==> config.mk <==
export PLATFORM = sky130hd
export DESIGN_NAME = exp3_fluxo_dados
export DESIGN_NICKNAME = d
export VERILOG_FILES = /design/src/rtl/exp3_fluxo_dados.sv
export SDC_FILE = /design/constraint.sdc
export NUM_CORES = 1
export LEC_CHECK = 0
export CAP_MARGIN = 15
export CORE_ASPECT_RATIO = 1.2
export CORE_UTILIZATION = 26
export DETAILED_ROUTE_END_ITERATION = 12
export DONT_BUFFER_PORTS = 1
export GPL_ROUTABILITY_DRIVEN = 0
export PLACE_DENSITY_LB_ADDON = 0.12
export SKIP_LAST_GASP = 1
export SLEW_MARGIN = 20
export SYNTH_ARGS = -nofsm -noshare
export SYNTH_HDL_FRONTEND = slang
export SYNTH_SLANG_ARGS = --single-unit
==> constraint.sdc <==
create_clock -name clock -period 2.2 [get_ports clock]
set_input_delay 0.55 -clock clock [delete_from_list [all_inputs] [get_ports clock]]
set_output_delay 0.55 -clock clock [all_outputs]
set_load 0.02 [all_outputs]
==> src/rtl/exp3_fluxo_dados.sv <==
// Datapath for the memory game: address counter, 16x4 pattern ROM, key
// register with a synchronized key input and a single-pulse press detector.
module exp3_fluxo_dados (
  input  logic       clock,
  input  logic       reset_n,
  input  logic       zeraC,
  input  logic       contaC,
  input  logic       zeraR,
  input  logic       registraR,
  input  logic [3:0] chaves,
  output logic       fimC,
  output logic       chavesIgualMemoria,
  output logic       jogada_feita,
  output logic [3:0] db_contagem,
  output logic [3:0] db_memoria,
  output logic [3:0] db_chaves,
  output logic       db_tem_jogada
);

  logic [3:0] contagem_r;
  logic [3:0] chave_reg_r;
  logic [3:0] sync1_r;
  logic [3:0] sync2_r;
  logic       tem_prev_r;
  logic       jogada_r;
  logic [3:0] memoria_s;
  logic       tem_jogada_s;

  function automatic logic [3:0] rom_word(input logic [3:0] addr);
    case (addr)
      4'd0:    rom_word = 4'h1;
      4'd1:    rom_word = 4'h2;
      4'd2:    rom_word = 4'h4;
      4'd3:    rom_word = 4'h8;
      4'd4:    rom_word = 4'h4;
      4'd5:    rom_word = 4'h2;
      4'd6:    rom_word = 4'h1;
      4'd7:    rom_word = 4'h1;
      4'd8:    rom_word = 4'h2;
      4'd9:    rom_word = 4'h2;
      4'd10:   rom_word = 4'h4;
      4'd11:   rom_word = 4'h4;
      4'd12:   rom_word = 4'h8;
      4'd13:   rom_word = 4'h8;
      4'd14:   rom_word = 4'h1;
      4'd15:   rom_word = 4'h4;
      default: rom_word = 4'h0;
    endcase
  endfunction

  // Address counter: clear wins over count, wraps naturally at 15
  always_ff @(posedge clock or negedge reset_n) begin
    if (!reset_n) begin
      contagem_r <= 4'd0;
    end else if (zeraC) begin
      contagem_r <= 4'd0;
    end else if (contaC) begin
      contagem_r <= contagem_r + 4'd1;
    end else begin
      contagem_r <= contagem_r;
    end
  end

  // Key register: clear wins over load, loads only the synchronized keys
  always_ff @(posedge clock or negedge reset_n) begin
    if (!reset_n) begin
      chave_reg_r <= 4'd0;
    end else if (zeraR) begin
      chave_reg_r <= 4'd0;
    end else if (registraR) begin
      chave_reg_r <= sync2_r;
    end else begin
      chave_reg_r <= chave_reg_r;
    end
  end

  // Two-flop synchronizer plus a registered rising-edge pulse on "any key"
  always_ff @(posedge clock or negedge reset_n) begin
    if (!reset_n) begin
      sync1_r    <= 4'd0;
      sync2_r    <= 4'd0;
      tem_prev_r <= 1'b0;
      jogada_r   <= 1'b0;
    end else begin
      sync1_r    <= chaves;
      sync2_r    <= sync1_r;
      tem_prev_r <= tem_jogada_s;
      jogada_r   <= tem_jogada_s & ~tem_prev_r;
    end
  end

  assign memoria_s          = rom_word(contagem_r);
  assign tem_jogada_s       = |sync2_r;
  assign fimC               = (contagem_r == 4'd15);
  assign chavesIgualMemoria = (chave_reg_r == memoria_s);
  assign jogada_feita       = jogada_r;
  assign db_contagem        = contagem_r;
  assign db_memoria         = memoria_s;
  assign db_chaves          = chave_reg_r;
  assign db_tem_jogada      = tem_jogada_s;

endmodule

==> impl_table.tex <==
\begin{tabular}{lr}
\hline
Metric & Value \\
\hline
\multicolumn{2}{l}{\textbf{Status}} \\
Outcome & complete, but fails checks \\
Violations in the final reports & setup timing \\
\multicolumn{2}{l}{\textbf{CTS}} \\
Clock insertion delay at the later pin of the skew report & 0.29 ns \\
Worst-case clock buffer depth & 2 \\
Number of clock sinks seen by CTS & 18 \\
CTS tree & built \\
Clock root cell & sky130\_fd\_sc\_hd\_\_clkbuf\_4 \\
Deepest level of the CTS H-tree & 1 \\
Clock slew at reported path FFs & 0.10 ns \\
Total CTS buffers & 3 \\
\multicolumn{2}{l}{\textbf{Floorplan}} \\
Core Rows & 22 \\
Core area & 3138 µm² \\
Die area & 3591 µm² \\
Y dimension of the die & 65.45 µm \\
Floorplan die width & 54.87 µm \\
Initial core utilization & 0.2779 \\
Number of primary I/O pins & 26 \\
\multicolumn{2}{l}{\textbf{Timing}} \\
Period Utilization, post-route & 1.182 \\
Final count of hold timing violations & 0 \\
Hold slack final & 0.2802 ns \\
Post-Route Skew & 0.001296 ns \\
Slew of the pin with the lowest slew margin & 0.7813 ns \\
Number of slew-limit violations in the final report & 0 \\
Unrepaired setup endpoints after global routing & true \\
Final worst path period need & 2.600 ns \\
Final-report setup violation count & 2 \\
Highest clock rate & 384.6 MHz \\
Final setup slack of the worst path & -0.4002 ns \\
Max transition margin & 0.4774 \\
\multicolumn{2}{l}{\textbf{Worst hold path}} \\
Worst Hold Endpoint & sync1\_r[0]\$\_DFF\_PN0\_ \\
Cells on Worst Hold Path & 0 \\
Startpoint of the tightest hold check path & chaves[0] \\
Kind of path behind the tightest hold check & input port to register \\
\multicolumn{2}{l}{\textbf{Global routing}} \\
Total Routing Usage GR & 0.1123 \\
Via count of the first global-routing pass & 663 \\
Number of antenna violations at the first check in global routing & 0 \\
Wire length of the first global-routing pass & 2898 µm \\
Maximum number of pins on one net before global-route repair & 19 \\
Overall overflow remaining after global route & 0 \\
\multicolumn{2}{l}{\textbf{Setup path}} \\
Maximum fanout along the worst path & 3 \\
Start of the worst register-to-register path & sync2\_r[2]\$\_DFF\_PN0\_ \\
Critical Path Sink Type & primary output \\
Endpoint required time on the critical path & 1.65 ns \\
Worst reg2reg path endpoint & jogada\_feita\$\_DFF\_PN0\_ \\
Worst Setup Path Type & register to primary output \\
Flop2flop setup slack & 0.83 ns \\
FF-to-FF path depth & 2 \\
Element type at the critical path start & register \\
Worst path arrival time & 2.05 ns \\
Timing startpoint of the critical path & db\_contagem[0]\$\_DFFE\_PN0P\_ \\
\multicolumn{2}{l}{\textbf{Place}} \\
Dpl cells & 122 \\
Post-DP HPWL & 1368 µm \\
Count of input and output buffers & 0 \\
\multicolumn{2}{l}{\textbf{Pwr}} \\
Combinational share of power & 0.223 \\
Clk pwr share & 0.273 \\
Net switching power & 207.1 µW \\
Sequential group share of total power & 0.504 \\
Leak Pwr & 0.0005219 µW \\
Fraction of power spent switching nets & 0.2821 \\
Worst vdd rail ir drop & 0.0003272 V \\
Power density normalized to cell area & 649.8 nW/µm² \\
Cell internal pwr & 527.1 µW \\
\multicolumn{2}{l}{\textbf{Routing}} \\
DRC Markers & 0 \\
Mean number of vias per cell & 4.740 \\
Via count of the routed design & 621 \\
Antenna-violating nets left & 0 \\
Initial detailed-routing violation count & 13 \\
Number of optimization iterations in the first detailed-route pass & 4 \\
Drt total wl & 1814 µm \\
Wirelength per Cell & 13.85 µm \\
\multicolumn{2}{l}{\textbf{Synth}} \\
Post-synthesis register bit count & 18 \\
Sequential area share after synthesis & 0.5165 \\
Synth Area in Compound Gates & 0.07891 \\
Count of unique library cells instantiated by Yosys & 29 \\
Primary FF master, synth & sky130\_fd\_sc\_hd\_\_dfrtp\_1 \\
Dominant combinational cell family by area after synthesis & simple AND/OR/NAND/NOR gates \\
Number of synthesized flops with an enable pin & 0 \\
Mapped Nets & 92 \\
Synthesized area per cell & 11.47 µm² \\
Post-synthesis instance area & 872.1 µm² \\
Count of mapped cells out of synthesis & 76 \\
Post-synth ARST share & 1.000 \\
Post-synthesis share of cell area spent on and, or, nand and nor gates & 0.1349 \\
Adder and majority cell fraction of the synthesized area & 0.08608 \\
Post-Synth XOR/XNOR Area & 0.04017 \\
Multiplexer fraction of the synthesized cell area & 0.09613 \\
Number of synthesis warnings & 0 \\
\multicolumn{2}{l}{\textbf{Cells and area}} \\
Number of fill cells & 337 \\
Leading cell types in the layout, fill and taps excluded & 17 x sky130\_fd\_sc\_hd\_\_buf\_4, 15 x sky130\_fd\_sc\_hd\_\_dfrtp\_1, 8 x sky130\_fd\_sc\_hd\_\_nor2\_1 \\
Multi-input gate area in the final layout & 426.7 µm² \\
N\_diodes & 0 \\
Commonest non-fill, non-tap cell in the layout & sky130\_fd\_sc\_hd\_\_buf\_4 \\
Area delta synth->final & 29.55\% \\
Nets & 112 \\
Fraction of layout cells with a size suffix above 1 & 0.4105 \\
Combined flip-flop and latch cell area & 454.2 µm² \\
Finished Layout Cells & 131 \\
\multicolumn{2}{l}{\textbf{Flow run}} \\
Max-Cap Viols & 0 \\
\hline
\end{tabular}
[cells in the mapped netlist, types with 2 or more instances]
library cell	count	share of area
sky130_fd_sc_hd__nor2_1	9	0.039
sky130_fd_sc_hd__o21ai_0	3	0.017
sky130_fd_sc_hd__inv_1	5	0.022
sky130_fd_sc_hd__ha_1	6	0.086
sky130_fd_sc_hd__nand2_1	2	0.0086
sky130_fd_sc_hd__clkbuf_1	3	0.013
sky130_fd_sc_hd__xnor2_1	2	0.020
sky130_fd_sc_hd__nor3b_1	2	0.017
sky130_fd_sc_hd__xor2_1	2	0.020
sky130_fd_sc_hd__dfrtp_1	18	0.52
sky130_fd_sc_hd__nor2b_1	2	0.014
sky130_fd_sc_hd__mux2i_1	5	0.057
[cell type report]
class / count / area share
clock buffer: 4 / 0.03212
inverter: 5 / 0.01661
multi-input combinational: 49 / 0.3776
sequential: 18 / 0.4020
tap: 36 / 0.03987
timing repair buffer: 19 / 0.1318
[metrics by stage]
step / utilization / setup WS (ns) / setup TNS, ns / power (µW) / area [µm²]
after floorplan: - / -0.2819 / -0.2819 / 471.4 / 884.6
after global placement: 0.3222 / -0.1385 / -0.1385 / 512.6 / 1011
after detailed placement: 0.3222 / -0.1687 / -0.1687 / 513.2 / 1011
after CTS: 0.3517 / -0.4359 / -0.5185 / 737.9 / 1104
after global routing: 0.3600 / -0.4723 / -0.7704 / 775.2 / 1130
final: 0.3600 / -0.4002 / -0.5978 / 734.2 / 1130
[power by group through the flow]
| stage | combinational (µW) | clock [µW] | sequential, µW |
|---|---|---|---|
| after floorplan | 92.0 | 0 | 379 |
| after global placement | 137 | 0 | 375 |
| after detailed placement | 138 | 0 | 376 |
| after CTS | 159 | 208 | 371 |
| after global routing | 180 | 222 | 373 |
| final | 164 | 201 | 370 |
[layer usage]
layer	wire length [µm]	GRT usage	vias to the layer above
li1	-	-	297
met1	812	0.1344	300
met2	830	0.1732	22
met3	159	0.05787	2
met4	11	0.02885	0
met5	0	0	-
[kinds of logic after synthesis]
family          count (synthesis)
flops                          18
mux                             7
compound gates                 10
simple gates                   22
fa+ha+maj                       6
xor+xnor                        4
buf+inv                         9
[sequential cells by signal, summed over array words and instances, names as in the netlist]
| name | count |
|---|---|
| db_chaves | 4 |
| db_contagem | 4 |
| sync1_r | 4 |
| sync2_r | 4 |
| jogada_feita | 1 |
| tem_prev_r | 1 |
[how the worst max path moves through the flow]
stage / cells past startpoint / slack (ns) / to
6_report: 6 / -0.40 / chavesIgualMemoria
5_1_grt: 6 / -0.47 / chavesIgualMemoria
4_1_cts: 6 / -0.44 / chavesIgualMemoria
3_5_place_dp: 6 / -0.17 / chavesIgualMemoria
3_3_place_gp: 6 / -0.14 / chavesIgualMemoria
2_1_floorplan: 7 / -0.28 / chavesIgualMemoria
[critical path, cell delays in order, from the launching register on]
cell	delay, ns
sky130_fd_sc_hd__dfrtp_2	0.42
sky130_fd_sc_hd__inv_2	0.06
sky130_fd_sc_hd__ha_2	0.19
sky130_fd_sc_hd__mux4_2	0.48
sky130_fd_sc_hd__xor2_1	0.16
sky130_fd_sc_hd__a221o_1	0.30
sky130_fd_sc_hd__nor2_4	0.15
[repair_timing]
action | in CTS | in global routing
pin swaps | 5 | 2
cloned | 0 | 0
gates resized for setup | 9 | 5
setup endpoints to repair | 4 | 4
endpoints found under the hold margin | 18 | 0
setup buffers | 3 | 1
hold buffers | 1 | 0
Power figures use the tool's default switching activity.
